$ cat src/rtl/axi_wr_arbiter.sv
// rtl/axi_wr_arbiter.sv - two-requester round-robin AXI write-channel arbiter
module axi_wr_arbiter (
    input  logic        ACLK,
    input  logic        ARESETn,
    input  logic [63:0] S_AWADDR,
    input  logic [15:0] S_AWLEN,
    input  logic [1:0]  S_AWVALID,
    output logic [1:0]  S_AWREADY,
    input  logic [63:0] S_WDATA,
    input  logic [1:0]  S_WVALID,
    output logic [1:0]  S_WREADY,
    input  logic [1:0]  S_WLAST,
    output logic [3:0]  S_BRESP,
    output logic [1:0]  S_BVALID,
    output logic [31:0] M_AWADDR,
    output logic [7:0]  M_AWLEN,
    output logic        M_AWVALID,
    input  logic        M_AWREADY,
    output logic [31:0] M_WDATA,
    output logic        M_WVALID,
    output logic        M_WLAST,
    input  logic        M_WREADY,
    input  logic [1:0]  M_BRESP,
    input  logic        M_BVALID,
    output logic [1:0]  GRANT
);

    typedef enum logic [1:0] {IDLE, ADDR, DATA, RESP} state_t;

    state_t      state_q, state_d;
    logic [1:0]  grant_q, grant_d;
    logic [7:0]  len_q, len_d;
    logic [7:0]  beat_q, beat_d;
    logic        last_q, last_d;
    logic        g;
    logic        pick;
    logic        unused_wlast;

    // Write sequencing uses the latched burst length, so requester WLAST is not needed.
    assign unused_wlast = &{1'b0, S_WLAST};

    assign g     = grant_q[1];
    assign GRANT = grant_q;
    // last_q holds the index of the last owner; reset value 1 makes S0 win the first tie.
    assign pick  = (S_AWVALID == 2'b11) ? ~last_q : S_AWVALID[1];

    always_ff @(posedge ACLK or negedge ARESETn) begin
        if (!ARESETn) begin
            state_q <= IDLE;
            grant_q <= 2'b00;
            len_q   <= 8'd0;
            beat_q  <= 8'd0;
            last_q  <= 1'b1;
        end else begin
            state_q <= state_d;
            grant_q <= grant_d;
            len_q   <= len_d;
            beat_q  <= beat_d;
            last_q  <= last_d;
        end
    end

    always_comb begin
        state_d   = state_q;
        grant_d   = grant_q;
        len_d     = len_q;
        beat_d    = beat_q;
        last_d    = last_q;
        S_AWREADY = 2'b00;
        S_WREADY  = 2'b00;
        S_BRESP   = 4'b0000;
        S_BVALID  = 2'b00;
        M_AWADDR  = 32'd0;
        M_AWLEN   = 8'd0;
        M_AWVALID = 1'b0;
        M_WDATA   = 32'd0;
        M_WVALID  = 1'b0;
        M_WLAST   = 1'b0;
        case (state_q)
            IDLE: begin
                if (|S_AWVALID) begin
                    grant_d = pick ? 2'b10 : 2'b01;
                    len_d   = pick ? S_AWLEN[15:8] : S_AWLEN[7:0];
                    beat_d  = 8'd0;
                    state_d = ADDR;
                end
            end
            ADDR: begin
                M_AWADDR  = g ? S_AWADDR[63:32] : S_AWADDR[31:0];
                M_AWLEN   = g ? S_AWLEN[15:8] : S_AWLEN[7:0];
                M_AWVALID = 1'b1;
                S_AWREADY = g ? {M_AWREADY, 1'b0} : {1'b0, M_AWREADY};
                if (M_AWREADY) begin
                    state_d = DATA;
                end
            end
            DATA: begin
                M_WDATA  = g ? S_WDATA[63:32] : S_WDATA[31:0];
                M_WVALID = g ? S_WVALID[1] : S_WVALID[0];
                M_WLAST  = M_WVALID && (beat_q == len_q);
                S_WREADY = g ? {M_WREADY, 1'b0} : {1'b0, M_WREADY};
                if (M_WVALID && M_WREADY) begin
                    beat_d = beat_q + 8'd1;
                    if (M_WLAST) begin
                        state_d = RESP;
                    end
                end
            end
            RESP: begin
                S_BVALID = g ? {M_BVALID, 1'b0} : {1'b0, M_BVALID};
                S_BRESP  = g ? {M_BRESP, 2'b00} : {2'b00, M_BRESP};
                if (M_BVALID) begin
                    state_d = IDLE;
                    grant_d = 2'b00;
                    last_d  = g;
                end
            end
            default: state_d = IDLE;
        endcase
    end

endmodule

$ cat config.mk
export PLATFORM = sky130hd
export DESIGN_NAME = axi_wr_arbiter
export DESIGN_NICKNAME = d
export VERILOG_FILES = /design/src/rtl/axi_wr_arbiter.sv
export SDC_FILE = /design/constraint.sdc
export NUM_CORES = 1
export LEC_CHECK = 0
export ABC_AREA = 1
export BUFFER_PORTS_ARGS = -buffer_cell sky130_fd_sc_hd__buf_2
export CAP_MARGIN = 20
export CORE_AREA = 2 2 95 97
export CTS_BUF_LIST = sky130_fd_sc_hd__clkbuf_8
export DETAILED_ROUTE_END_ITERATION = 6
export DIE_AREA = 0 0 97 99
export GPL_ROUTABILITY_DRIVEN = 1
export PLACE_DENSITY_LB_ADDON = 0.2
export SLEW_MARGIN = 20
export SYNTH_ARGS = -nofsm -noshare
export SYNTH_HDL_FRONTEND = slang
export SYNTH_SLANG_ARGS = --single-unit
$ cat constraint.sdc
create_clock -name ACLK -period 2.23 [get_ports ACLK]
set_clock_uncertainty 0.2 [all_clocks]
set_input_delay 0.1115 -clock ACLK [delete_from_list [all_inputs] [get_ports ACLK]]
set_output_delay 0.1115 -clock ACLK [all_outputs]
set_load 0.005 [all_outputs]
Word-level counts from Yosys, hierarchy flattened
Index checks and enable logic that the tools add are counted.
{"block": "op_classes", "n_bitwise": 1, "reduce_logical": 11, "n_eq_ne": 10, "n_addsub": 1, "n_mux": 32}
{"operator": "$mux W32", "count": 4}
{"operator": "$mux W8", "count": 5}
{"operator": "$mux W2", "count": 13}
{"operator": "$pmux W8 S2", "count": 1}
{"operator": "$ne A2 B2 Y1 const B", "count": 5}
{"operator": "$add A8 B1 Y8 const B", "count": 1}
{"operator": "$eq A8 B8 Y1", "count": 1}
{"operator": "$mux W4", "count": 2}
{"operator": "$pmux W2 S4", "count": 1}
{"operator": "$eq A2 B2 Y1 const B", "count": 3}
{"operator": "$reduce_and A3 Y1", "count": 2}
{"operator": "$mux W1", "count": 5}
{"operator": "$reduce_and A5 Y1", "count": 1}
{"operator": "$pmux W2 S2", "count": 1}
{"operator": "$reduce_and A2 Y1", "count": 2}
{"operator": "$reduce_bool A2 Y1", "count": 2}
{"operator": "$eq A2 B1 Y1 const B", "count": 1}
{"operator": "$logic_and A1 B1 Y1", "count": 2}
{"operator": "$logic_not A2 Y1", "count": 1}
{"operator": "$reduce_or A2 Y1", "count": 1}
{"operator": "$not A1 Y1", "count": 1}
{"block": "word_totals", "in_bits": 157, "reg_bits": 21, "word_cells": 60, "output_inout_bits": 87}

Longest topological paths before layout
Gate-level depths: netlist of the first run.
{"block": "logic_depth", "depth_word": 5, "depth_mapped": 11, "depth_no_buf": 10}

Worst setup path after synthesis of the first run
Ideal clock, no wire load.
{"block": "synth_path", "kind": "register to register", "start": "register state_q[0]", "end": "register beat_q[3]", "setup_slack_ns": 0.591, "path_buffers": 2, "synth_period_minus_slack_ns": 1.639, "setup_ns": 0.074, "arrival_ns": 1.365, "stages_incl_launch_ff": 11, "t_required_ns": 1.956, "cell_sequence": "dfrtp_1 inv_1 ha_1 buf_2 nor2_1 inv_1 nand2_1 nor2_4 buf_6 nand2_2 o21ai_2"}
{"block": "synth_between", "elab_chain_len": 3, "elab_cells_between_ends": 7, "cone_classes": "eq/ne: 3; mux: 1; reduce/logical: 3"}
{"item": "start, declared", "line_no": "30", "text": "state_t state_q, state_d;"}
{"item": "start signal, assigned", "line_no": "55", "text": "state_q <= state_d;"}
{"item": "$eq A2 B2 Y1 / $logic_not A2 Y1 (equally long branches)", "line_no": "79", "text": "case (state_q)"}
{"item": "$ne A2 B2 Y1 (no line) / $reduce_bool A2 Y1 (equally long branches)"}
{"item": "$reduce_and A3 Y1 (no line)"}
{"item": "end signal, assigned", "line_no": "58", "text": "beat_q <= beat_d;"}
{"item": "end, declared", "line_no": "33", "text": "logic [7:0] beat_q, beat_d;"}
Several ways; a longest one is shown, not always the timed one.
A chain may end at the register's enable or synchronous reset.

Worst setup path after layout of the first run
{"block": "layout_path", "start": "register state_q[0]", "end": "register len_q[2]"}
{"block": "layout_between", "elab_chain_len": 2}
{"item": "$logic_not A2 Y1", "line_no": "79"}
{"item": "$reduce_and A2 Y1 (no line)"}
{"item": "end signal, assigned", "line_no": "57", "text": "len_q <= len_d;"}
{"item": "end, declared", "line_no": "32", "text": "logic [7:0] len_q, len_d;"}
No other way between the ends.

==> qor.csv, run 1 <==
stage,metric,value,unit
die,row cnt,34,
grt,gr usage total,22.62,%
synthesis,Post-Syn Area,2522,um^2
clock_tree,clock slew at reported path FFs,80,ps
routing,vias per inst,4.863,
cells_and_area,Multi-input gate area,1740,um^2
timing,Final period util,95.50,%
routing,TritonRoute pass-1 iters,6,
cells_and_area,fraction of layout cells with a size suffix above 1,42.14,%
routing,routed vias,3847,
worst_setup_path,CP max FO,8,
die,die footprint,9603,um^2
routing,DRT antenna net count,0,
power_and_ir_drop,Peak VDD IR,0.0005056,V
synthesis,Post-Synthesis Cells,439,
worst_setup_path,CP required,2240,ps
timing,Setup TNS,0,ps
clock_tree,worst skew pair latency,270,ps
synthesis,"flops & latches, synth",21,
job,number of max-cap violations,0,
die,num ports,244,
cells_and_area,Reg area,528.0,um^2
cells_and_area,"Core Util, Final",47.54,%
die,Die Y,99,um
worst_setup_path,CP endpoint kind,flop,
clock_tree,CTS tree,yes,
synthesis,ys flop type,dfrtp_1,
cells_and_area,Area growth syn-to-layout,61.16,%
synthesis,Async SR Flop Fraction,100.0,%
die,Die Width,97,um
synthesis,sequential element share of the synthesized area,20.88,%
worst_setup_path,type of the worst setup path,flop to flop,
synthesis,Syn Nets,601,
place,Placer Congestion,0.9383,
synthesis,Yosys warning total,0,
timing,Slew Limit Fails,0,
timing,Fmax,469.6,MHz
timing,RSZ-0062 raised after global routing,no,
clock_tree,Clock Sinks,21,
timing,Slew HR,56.63,%
worst_setup_path,"Data arrival, critical path",2140,ps
clock_tree,CTS buffer count,3,
die,core area,8551,um^2
routing,wire per inst,14.55,um
timing,Worst-Margin Slew,650.5,ps
cells_and_area,Fillers,924,
timing,"Hold Violations, Final",1,
clock_tree,root buffer cell,clkbuf_8,
die,starting density of the core,29.50,%
clock_tree,H-tree depth,1,
place,DPL Wire Length,9014,um
min_path,Hold WC Path Type,primary input to flop,
worst_setup_path,CP Launch Type,flop,
power_and_ir_drop,Leakage,0.002401,uW
timing,final setup violation count,0,
synthesis,Synth Area per Inst,5.746,um^2
clock_tree,Clock Tree Buf Depth,2,
grt,initial antenna violation count,2,
power_and_ir_drop,P per Cell Area,1001,nW/um^2
routing,DRC viols,0,
grt,global-route wire length before repair,17830,um
synthesis,Post-synth EDFFs,0,
synthesis,Synth cell types,33,
timing,Final min period,2130,ps
grt,GR Overflow Total,0,
timing,Fin Hold WS,-14.26,ps
grt,largest net degree at the start of global routing,72,
cells_and_area,Total Nets Final,844,
routing,total routed wirelength,11510,um
status,failing checks,hold timing,
routing,Initial DRC Count,181,
status,outcome,"finished, violations left",
place,PortBufs,241,
grt,vias in the first global route,3631,
## critical path, cell delays in order (launching register included)
cell	delay (ps)
dfrtp_1	430
inv_2	80
ha_2	190
inv_1	80
a21oi_4	150
buf_6	150
o21ai_0	90
o22ai_1	120
dlygate4sd3_1	560
## cells in the mapped netlist (4+ instances only)
cell type / count / area, um^2
nand3_1: 92 / 460.4
buf_2: 12 / 60.06
nand2_2: 4 / 25.02
o21ai_0: 10 / 50.05
nor3_1: 9 / 45.04
buf_1: 6 / 22.52
clkbuf_1: 13 / 48.80
inv_1: 24 / 90.09
ha_1: 5 / 62.56
nand4_1: 6 / 37.54
nand2_1: 143 / 536.8
inv_2: 4 / 15.01
nor2_1: 21 / 78.83
o22ai_1: 6 / 37.54
o21ai_2: 8 / 70.07
a21oi_1: 34 / 170.2
dfrtp_1: 20 / 500.5
## cells in the final DEF (no fill, tap or decap), types with 8 or more instances in the layout
cell type / instances
dlygate4sd3_1: 16
inv_1: 24
o21ai_0: 10
nand2_1: 143
o21ai_2: 8
buf_2: 242
nand3_1: 92
buf_4: 10
nor2_1: 21
nor3_1: 9
a21oi_1: 34
dfrtp_1: 19
## cell type report
type,instances,share of cell area [%]
clock inverters,1,0.09234
multi-input cells,356,42.81
clock buffers,3,1.016
flip-flops and latches,21,12.99
inverters,29,2.801
diodes,2,0.1231
repair buffers,271,36.84
well taps,108,3.324
## routing by layer
layer / global-route usage [%] / routed length [um]
met2: 38.25 / 5445
met1: 29.43 / 4831
met5: 0 / 11
met4: 4.225 / 140
met3: 5.887 / 1083
## stage by stage
| step | instances | instance area [um^2] | setup WS, ps | power, uW |
|---|---|---|---|---|
| 6_report | 791 | 4065 | 100.3 | 4069 |
| 5_1_grt | 789 | 4060 | 7.294 | 4484 |
| 4_1_cts | 786 | 4029 | 76.97 | 4004 |
| 3_5_place_dp | 765 | 3814 | 366.5 | 3595 |
| 3_3_place_gp | 765 | 3814 | 401.8 | 3543 |
| 2_1_floorplan | 439 | 2522 | 590.9 | 2517 |
## power breakdown
group	total, uW	leakage (uW)	internal, uW	switching (uW)
clock network	256	0.0000269	123	133
logic	3190	0.00211	1270	1920
registers	623	0.000265	524	99.2
total	4070	0.00240	1920	2150
## kinds of logic after synthesis
| logic type | Yosys count | synth area share [%] |
|---|---|---|
| simple gates | 284 | 49.95 |
| xor+xnor | 4 | 1.389 |
| flops | 21 | 20.88 |
| fa+ha+maj | 5 | 2.480 |
| compound gates | 63 | 14.68 |
| buf+inv | 62 | 10.62 |
## worst paths after layout
kind / start / end / slack (ps) / cells after the start
min in group asynchronous: ARESETn / len_q[1] / 130 / 2
max in group asynchronous: ARESETn / GRANT[1] / 1340 / 2
worst min register to register: state_q[1] / state_q[1] / 310 / 2
worst min-delay path: S_AWLEN[7] / len_q[7] / -10 / 3
worst max-delay path: state_q[0] / len_q[2] / 100 / 8
worst max register to register: state_q[0] / len_q[2] / 100 / 8
## flip-flops by register name, indices dropped and copies added, names as in the netlist
signal   count
GRANT        2
beat_q       8
last_q       1
state_q      2
len_q        8
## repair_timing
item                                    CTS  global route
hold endpoints to repair                 29             0
gates resized for setup                   0             4
buffers inserted                          0             3
endpoints found under the setup margin    0             9
hold buffers                             17             0
No activity file was read; power rests on OpenSTA's default activity.
==> run 2: changes to the inputs <==
--- a/config.mk
+++ b/config.mk
@@ -5,13 +5,12 @@
 export SDC_FILE = /design/constraint.sdc
 export NUM_CORES = 1
 export LEC_CHECK = 0
-export ABC_AREA = 1
 export BUFFER_PORTS_ARGS = -buffer_cell sky130_fd_sc_hd__buf_2
 export CAP_MARGIN = 20
-export CORE_AREA = 2 2 95 97
+export CORE_AREA = 2 2 94 96
 export CTS_BUF_LIST = sky130_fd_sc_hd__clkbuf_8
 export DETAILED_ROUTE_END_ITERATION = 6
-export DIE_AREA = 0 0 97 99
+export DIE_AREA = 0 0 96 98
 export GPL_ROUTABILITY_DRIVEN = 1
 export PLACE_DENSITY_LB_ADDON = 0.2
 export SLEW_MARGIN = 20
==> qor.csv, run 2 <==
stage,metric,value,unit,change
status,outcome,"finished, violations left",,
status,failing checks,hold timing,,
clock_tree,worst skew pair latency,260,ps,about the same
timing,"Hold Violations, Final",1,,unchanged
grt,gr usage total,16.99,%,-5.6 points
clock_tree,clock slew at reported path FFs,70,ps,about the same
cells_and_area,most frequent cells in the layout,"241 x buf_2, 81 x mux2i_1, 52 x nor2_1",,
grt,vias in the first global route,2937,,-19%
place,Post-DP Area,3744,um^2,-1.8%
timing,Setup TNS,0,ps,unchanged
timing,final setup violation count,0,,unchanged
place,PortBufs,241,,unchanged
routing,wire per inst,12.73,um,-13%
routing,total routed wirelength,8375,um,-27%
synthesis,"flops & latches, synth",21,,unchanged
grt,GR Overflow Total,0,,unchanged
die,core area,8466,um^2,-1.0%
die,num ports,244,,unchanged
cells_and_area,fraction of layout cells with a size suffix above 1,47.18,%,+5.0 points
synthesis,Async SR Flop Fraction,100.0,%,unchanged
timing,Fmax,477.2,MHz,+1.6%
grt,GRT met1 Usage,19.91,%,-9.5 points
synthesis,Synth Area per Inst,8.033,um^2,+40%
timing,Slew Limit Fails,0,,unchanged
cells_and_area,cell area after layout,3959,um^2,-2.6%
power_and_ir_drop,P per Cell Area,850.9,nW/um^2,-15%
routing,Initial DRC Count,136,,-25%
grt,gr busiest metal,met2,,
die,Die Width,96,um,-1.0%
die,starting density of the core,28.47,%,-1.0 points
synthesis,sequential element share of the synthesized area,21.86,%,+0.98 points
synthesis,Post-synth EDFFs,0,,unchanged
job,number of max-cap violations,0,,unchanged
place,DPL Wire Length,6761,um,-25%
synthesis,Post-Synthesis Cells,300,,-32%
die,Die Y,98,um,-1.0%
grt,grt met3 use,1.389,%,-4.5 points
power_and_ir_drop,Leakage,0.002239,uW,-6.7%
clock_tree,Clock Tree Buf Depth,2,,unchanged
clock_tree,H-tree depth,1,,unchanged
clock_tree,Post-CTS Setup Repair Bufs,0,,unchanged
worst_setup_path,CP endpoint kind,output pin,,
timing,Final min period,2096,ps,-34.17 ps
timing,Final period util,93.97,%,-1.5 points
power_and_ir_drop,Peak VDD IR,0.0003656,V,-28%
clock_tree,Clock Sinks,21,,unchanged
worst_setup_path,CP Launch Type,flop,,
grt,global-route wire length before repair,13200,um,-26%
synthesis,most frequent cells after synthesis,"81 x mux2i_1, 52 x nor2_1, 33 x nor2b_1, 20 x dfrtp_1, 15 x nand2_1",,
routing,routed vias,2959,,-23%
synthesis,leading area contributor after synthesis,mux2i_1,,
cells_and_area,Total Nets Final,712,,-16%
routing,DRC viols,0,,unchanged
synthesis,Post-Syn Area,2410,um^2,-4.5%
synthesis,most common cell in the synthesized netlist,mux2i_1,,
grt,largest net degree at the start of global routing,84,,+17%
synthesis,Syn Nets,462,,-23%
grt,initial antenna violation count,1,,-1
die,die footprint,9408,um^2,-2.0%
synthesis,Synth cell types,36,,+9.1%
routing,DRT antenna net count,0,,unchanged
routing,vias per inst,4.497,,-7.5%
place,Placer Congestion,0.7937,,-15%
clock_tree,CTS buffer count,3,,unchanged
timing,RSZ-0062 raised after global routing,no,,
worst_setup_path,CP required,1920,ps,-320 ps
synthesis,ys flop type,dfrtp_1,,
clock_tree,CTS tree,yes,,
min_path,Hold WC Path Type,primary input to flop,,
worst_setup_path,CP max FO,16,,+8
synthesis,"top cells by area, synth","mux2i_1 34%, dfrtp_1 21%, nor2b_1 8.6%",,
worst_setup_path,"Data arrival, critical path",1780,ps,-360 ps
timing,Worst-Margin Slew,662.6,ps,+12.08 ps
clock_tree,root buffer cell,clkbuf_8,,
routing,TritonRoute pass-1 iters,4,,-2
cells_and_area,Area growth syn-to-layout,64.28,%,
cells_and_area,"most common cell after layout, fill and taps aside",buf_2,,
grt,met2 Use GR,32.10,%,-6.1 points
die,row cnt,34,,unchanged
synthesis,Yosys warning total,0,,unchanged
timing,Slew HR,55.57,%,-1.1 points
synthesis,top cell type's share of synthesized area,33.64,%,+12 points
cells_and_area,Top Registers,"beat_q: 8 flops, len_q: 8 flops",,
worst_setup_path,type of the worst setup path,flop to output pin,,
timing,Fin Hold WS,-8.273,ps,+5.991 ps
## run 2: changes by cell type in the layout (fill, tap and decap cells not counted), sizes merged, moves of 4 or more
cell   before  now
nand4       6    2
and3        0    8
mux2i       0   81
buf       255  249
o21ai      19   14
a21oi      36    3
nor2b       0   33
nand3      92    7
inv        30    8
xor2        2   13
o22ai       6    1
nor3        9    1
nand2     148   16
nor2       22   53
## run 2: path summary, 6_finish.rpt
check	slack, ps	from	to	cells after the start
max	130	state_q[0]	M_WLAST	6
min	-8	S_AWLEN[5]	len_q[5]	3
max reg2reg	140	state_q[0]	beat_q[7]	7
min reg2reg	310	len_q[1]	len_q[1]	2
max in group asynchronous	1320	ARESETn	GRANT[1]	2
min in group asynchronous	140	ARESETn	len_q[7]	2
## run 2: metal layers
metal | up-vias | wire length (um)
met1 | 1276 | 3249
met4 | 0 | 159
li1 | 1522 | -
met3 | 11 | 656
met2 | 150 | 4310
met5 | - | 0
## run 2: layout make-up
type / count / area (um^2)
fillers: 843 / 4507
repair buffers: 265 / 1439
clock inverters: 1 / 3.754
multi-input cells: 252 / 1780
clock buffers: 3 / 41.29
diodes: 1 / 2.502
flip-flops and latches: 21 / 530.5
inverters: 7 / 26.28
well taps: 108 / 135.1
## run 2: critical path, stage by stage (launching register included)
cell,delay [ps]
dfrtp_1,420
inv_1,90
ha_1,240
buf_4,220
nor2b_1,230
and3_1,210
buf_2,120
## run 2: cells by family after synthesis
| logic type | after synthesis | synth area share (%) |
|---|---|---|
| and+or+nand+nor | 128 | 26.06 |
| muxes | 82 | 34.11 |
| buffers and inverters | 27 | 4.569 |
| AOI/OAI and AO/OA | 24 | 6.075 |
| DFF | 21 | 21.86 |
| xor gates and xnor gates | 13 | 4.725 |
| adders and majority gates | 5 | 2.596 |
## run 2: metrics by stage
stage / std cells / util [%] / power (uW) / hold WS, ps / setup slack, ps
after floorplan: 300 / - / 2182 / -384.1 / 172.8
after global placement: 637 / 44.22 / 3099 / -97.72 / 211.0
after detailed placement: 637 / 44.22 / 3139 / -92.43 / 154.6
after CTS: 657 / 46.64 / 3420 / 7.734 / 103.2
after global routing: 658 / 46.76 / 3739 / 35.27 / 0.4459
final: 658 / 46.76 / 3369 / -8.273 / 134.5
## run 2: where the power goes
group          total, uW  internal, uW  switching [uW]  leakage [uW]
Clock                245           123             123     0.0000269
Combinational       2490          1230            1260       0.00194
Sequential           629           516             113      0.000269
Total               3370          1870            1500       0.00224
## run 2: what timing repair did
item                                   CTS  global route
endpoints found under the hold margin   29             0
gates resized for setup                  0             1
hold buffers                            16             0
setup endpoints to repair                0             1
==> run 3: changes to the inputs <==
--- a/config.mk
+++ b/config.mk
@@ -5,7 +5,7 @@
 export SDC_FILE = /design/constraint.sdc
 export NUM_CORES = 1
 export LEC_CHECK = 0
-export BUFFER_PORTS_ARGS = -buffer_cell sky130_fd_sc_hd__buf_2
+export BUFFER_PORTS_ARGS = -buffer_cell sky130_fd_sc_hd__clkbuf_2
 export CAP_MARGIN = 20
 export CORE_AREA = 2 2 94 96
 export CTS_BUF_LIST = sky130_fd_sc_hd__clkbuf_8
@@ -13,7 +13,6 @@
 export DIE_AREA = 0 0 96 98
 export GPL_ROUTABILITY_DRIVEN = 1
 export PLACE_DENSITY_LB_ADDON = 0.2
-export SLEW_MARGIN = 20
 export SYNTH_ARGS = -nofsm -noshare
 export SYNTH_HDL_FRONTEND = slang
 export SYNTH_SLANG_ARGS = --single-unit
==> qor.csv, run 3 (synthesis results as in run 2) <==
stage,metric,value,unit,change
status,outcome,"finished, final reports clean",,
routing,DRC viols,0,,unchanged
cells_and_area,ant diodes,0,,-1
cells_and_area,most frequent cells in the layout,"241 x clkbuf_2, 81 x mux2i_1, 52 x nor2_1",,
grt,largest net degree at the start of global routing,84,,unchanged
die,Die Width,96,um,unchanged
clock_tree,CTS buffer count,3,,unchanged
power_and_ir_drop,Sw Share,45.05,%,+0.50 points
clock_tree,root buffer cell,clkbuf_8,,
routing,TritonRoute pass-1 iters,4,,unchanged
place,DPL Wire Length,6710,um,-0.75%
timing,Final period util,92.52,%,-1.5 points
routing,DRT antenna net count,0,,unchanged
worst_setup_path,CP max FO,11,,-5
grt,vias in the first global route,2915,,-0.75%
worst_setup_path,type of the worst setup path,flop to output pin,,
cells_and_area,Area growth syn-to-layout,65.26,%,
die,Die Y,98,um,unchanged
grt,GR Overflow Total,0,,unchanged
clock_tree,H-tree depth,1,,unchanged
worst_setup_path,CP endpoint kind,output pin,,
timing,Slew Limit Fails,0,,unchanged
grt,initial antenna violation count,0,,-1
power_and_ir_drop,Clock power frac,7.2,%,about the same
place,Placer Congestion,0.7864,,-0.92%
worst_setup_path,crit path from,state_q[0],,
worst_setup_path,Worst Setup EP,M_WLAST,,
place,PortBufs,241,,unchanged
power_and_ir_drop,power share of the combinational group,74.4,%,+0.4 points
timing,Final min period,2063,ps,-32.34 ps
timing,Slew HR,60.63,%,+5.1 points
worst_setup_path,CP required,1920,ps,about the same
grt,global-route wire length before repair,12810,um,-2.9%
timing,Setup TNS,0,ps,unchanged
die,num ports,244,,unchanged
power_and_ir_drop,P per Cell Area,855.3,nW/um^2,+0.51%
timing,Fmax,484.7,MHz,+1.6%
clock_tree,CTS tree,yes,,
min_path,Hold WC Path Type,primary input to flop,,
timing,RSZ-0062 raised after global routing,no,,
power_and_ir_drop,switching pwr,1534,uW,+2.3%
die,core area,8466,um^2,unchanged
power_and_ir_drop,P_int,1872,uW,+0.20%
worst_setup_path,reg2reg path depth,7,,unchanged
timing,Worst-Margin Slew,590.6,ps,-72.00 ps
cells_and_area,fraction of layout cells with a size suffix above 1,46.92,%,-0.26 points
die,starting density of the core,28.47,%,unchanged
cells_and_area,Top Registers,"beat_q: 8 flops, len_q: 8 flops",,
routing,total routed wirelength,8400,um,+0.30%
worst_setup_path,RR Startpoint,state_q[0],,
clock_tree,Clock Sinks,21,,unchanged
timing,final setup violation count,0,,unchanged
worst_setup_path,"Data arrival, critical path",1750,ps,-30 ps
place,Post-DP Area,3744,um^2,unchanged
routing,Initial DRC Count,125,,-8.1%
worst_setup_path,worst reg-to-reg setup slack,190,ps,+50 ps
cells_and_area,"most common cell after layout, fill and taps aside",clkbuf_2,,
cells_and_area,Total Nets Final,715,,+0.42%
die,die footprint,9408,um^2,unchanged
grt,gr usage total,16.55,%,-0.44 points
clock_tree,Clock Tree Buf Depth,2,,unchanged
power_and_ir_drop,Peak VDD IR,0.0004408,V,+21%
job,number of max-cap violations,0,,unchanged
routing,vias per inst,4.638,,+3.1%
routing,wire per inst,12.73,um,about the same
worst_setup_path,CP Launch Type,flop,,
clock_tree,worst skew pair latency,260,ps,about the same
worst_setup_path,RR Endpoint,state_q[1],,
cells_and_area,cell area after layout,3983,um^2,+0.60%
routing,routed vias,3061,,+3.4%
power_and_ir_drop,Reg power frac,18.4,%,-0.3 points
cells_and_area,Fillers,854,,+1.3%
clock_tree,clock slew at reported path FFs,80,ps,about the same
power_and_ir_drop,Leakage,0.002227,uW,-0.54%
timing,"Hold Violations, Final",0,,-1
die,row cnt,34,,unchanged
## run 3: changes by cell type in the layout (fill, tap and decap cells not counted), sizes merged
cell / change
dlygate4sd3: +2
diode: -1
buf: -240
clkbuf: +241
## run 3: through the flow
stage	setup slack, ps	utilization, %	hold WS [ps]	power (uW)	cells
after floorplan	172.8	-	-384.1	2182	300
after global placement	212.0	44.22	-85.75	3119	637
after detailed placement	178.9	44.22	-81.60	3157	637
after CTS	159.2	46.88	147.1	3438	659
after global routing	3.807	47.04	182.7	3732	660
final	166.8	47.04	148.8	3406	660
## run 3: worst min-delay path by stage
stage | cells after the start | slack, ps | from | end
global route | 3 | 180 | M_AWREADY | state_q[0]
global placement | 1 | -90 | ARESETn | len_q[2]
finish | 3 | 150 | M_AWREADY | state_q[0]
detailed placement | 1 | -80 | ARESETn | len_q[2]
CTS | 3 | 150 | M_AWREADY | state_q[0]
floorplan | 0 | -380 | ARESETn | GRANT[0]
## run 3: per-layer routing
metal  global-route usage, %  part of all wire (%)
met5                       0                     0
met4                   4.066                   1.7
met2                   31.52                    51
met1                   19.65                    40
met3                   1.003                   7.3
## run 3: final cells by class
class	count	area (um^2)	area share, %
flip-flops and latches	21	530.5	13.32
inverters	7	26.28	0.6598
well taps	108	135.1	3.393
multi-input cells	252	1779	44.67
clock buffers	3	41.29	1.037
clock inverters	1	3.754	0.09425
repair buffers	268	1466	36.82
## run 3: power groups by stage
stage	Combinational, uW	Clock [uW]	Sequential (uW)
5_1_grt	2810	271	647
6_report	2540	245	626
3_5_place_dp	2520	0	638
3_3_place_gp	2490	0	628
2_1_floorplan	1590	0	594
4_1_cts	2560	251	630
## run 3: worst max-delay path, cell delays in order, from the launching register on
cell	delay [ps]
dfrtp_1	420
inv_1	90
ha_1	230
buf_4	190
nor2b_1	220
and3_1	210
clkbuf_2	120
## run 3: what timing repair did
| action | 4_1_cts | 5_1_grt |
|---|---|---|
| buffers inserted | 0 | 0 |
| hold buffers | 18 | 0 |
| endpoints found under the setup margin | 0 | 1 |
| endpoints found under the hold margin | 30 | 0 |
| resized for setup | 0 | 1 |
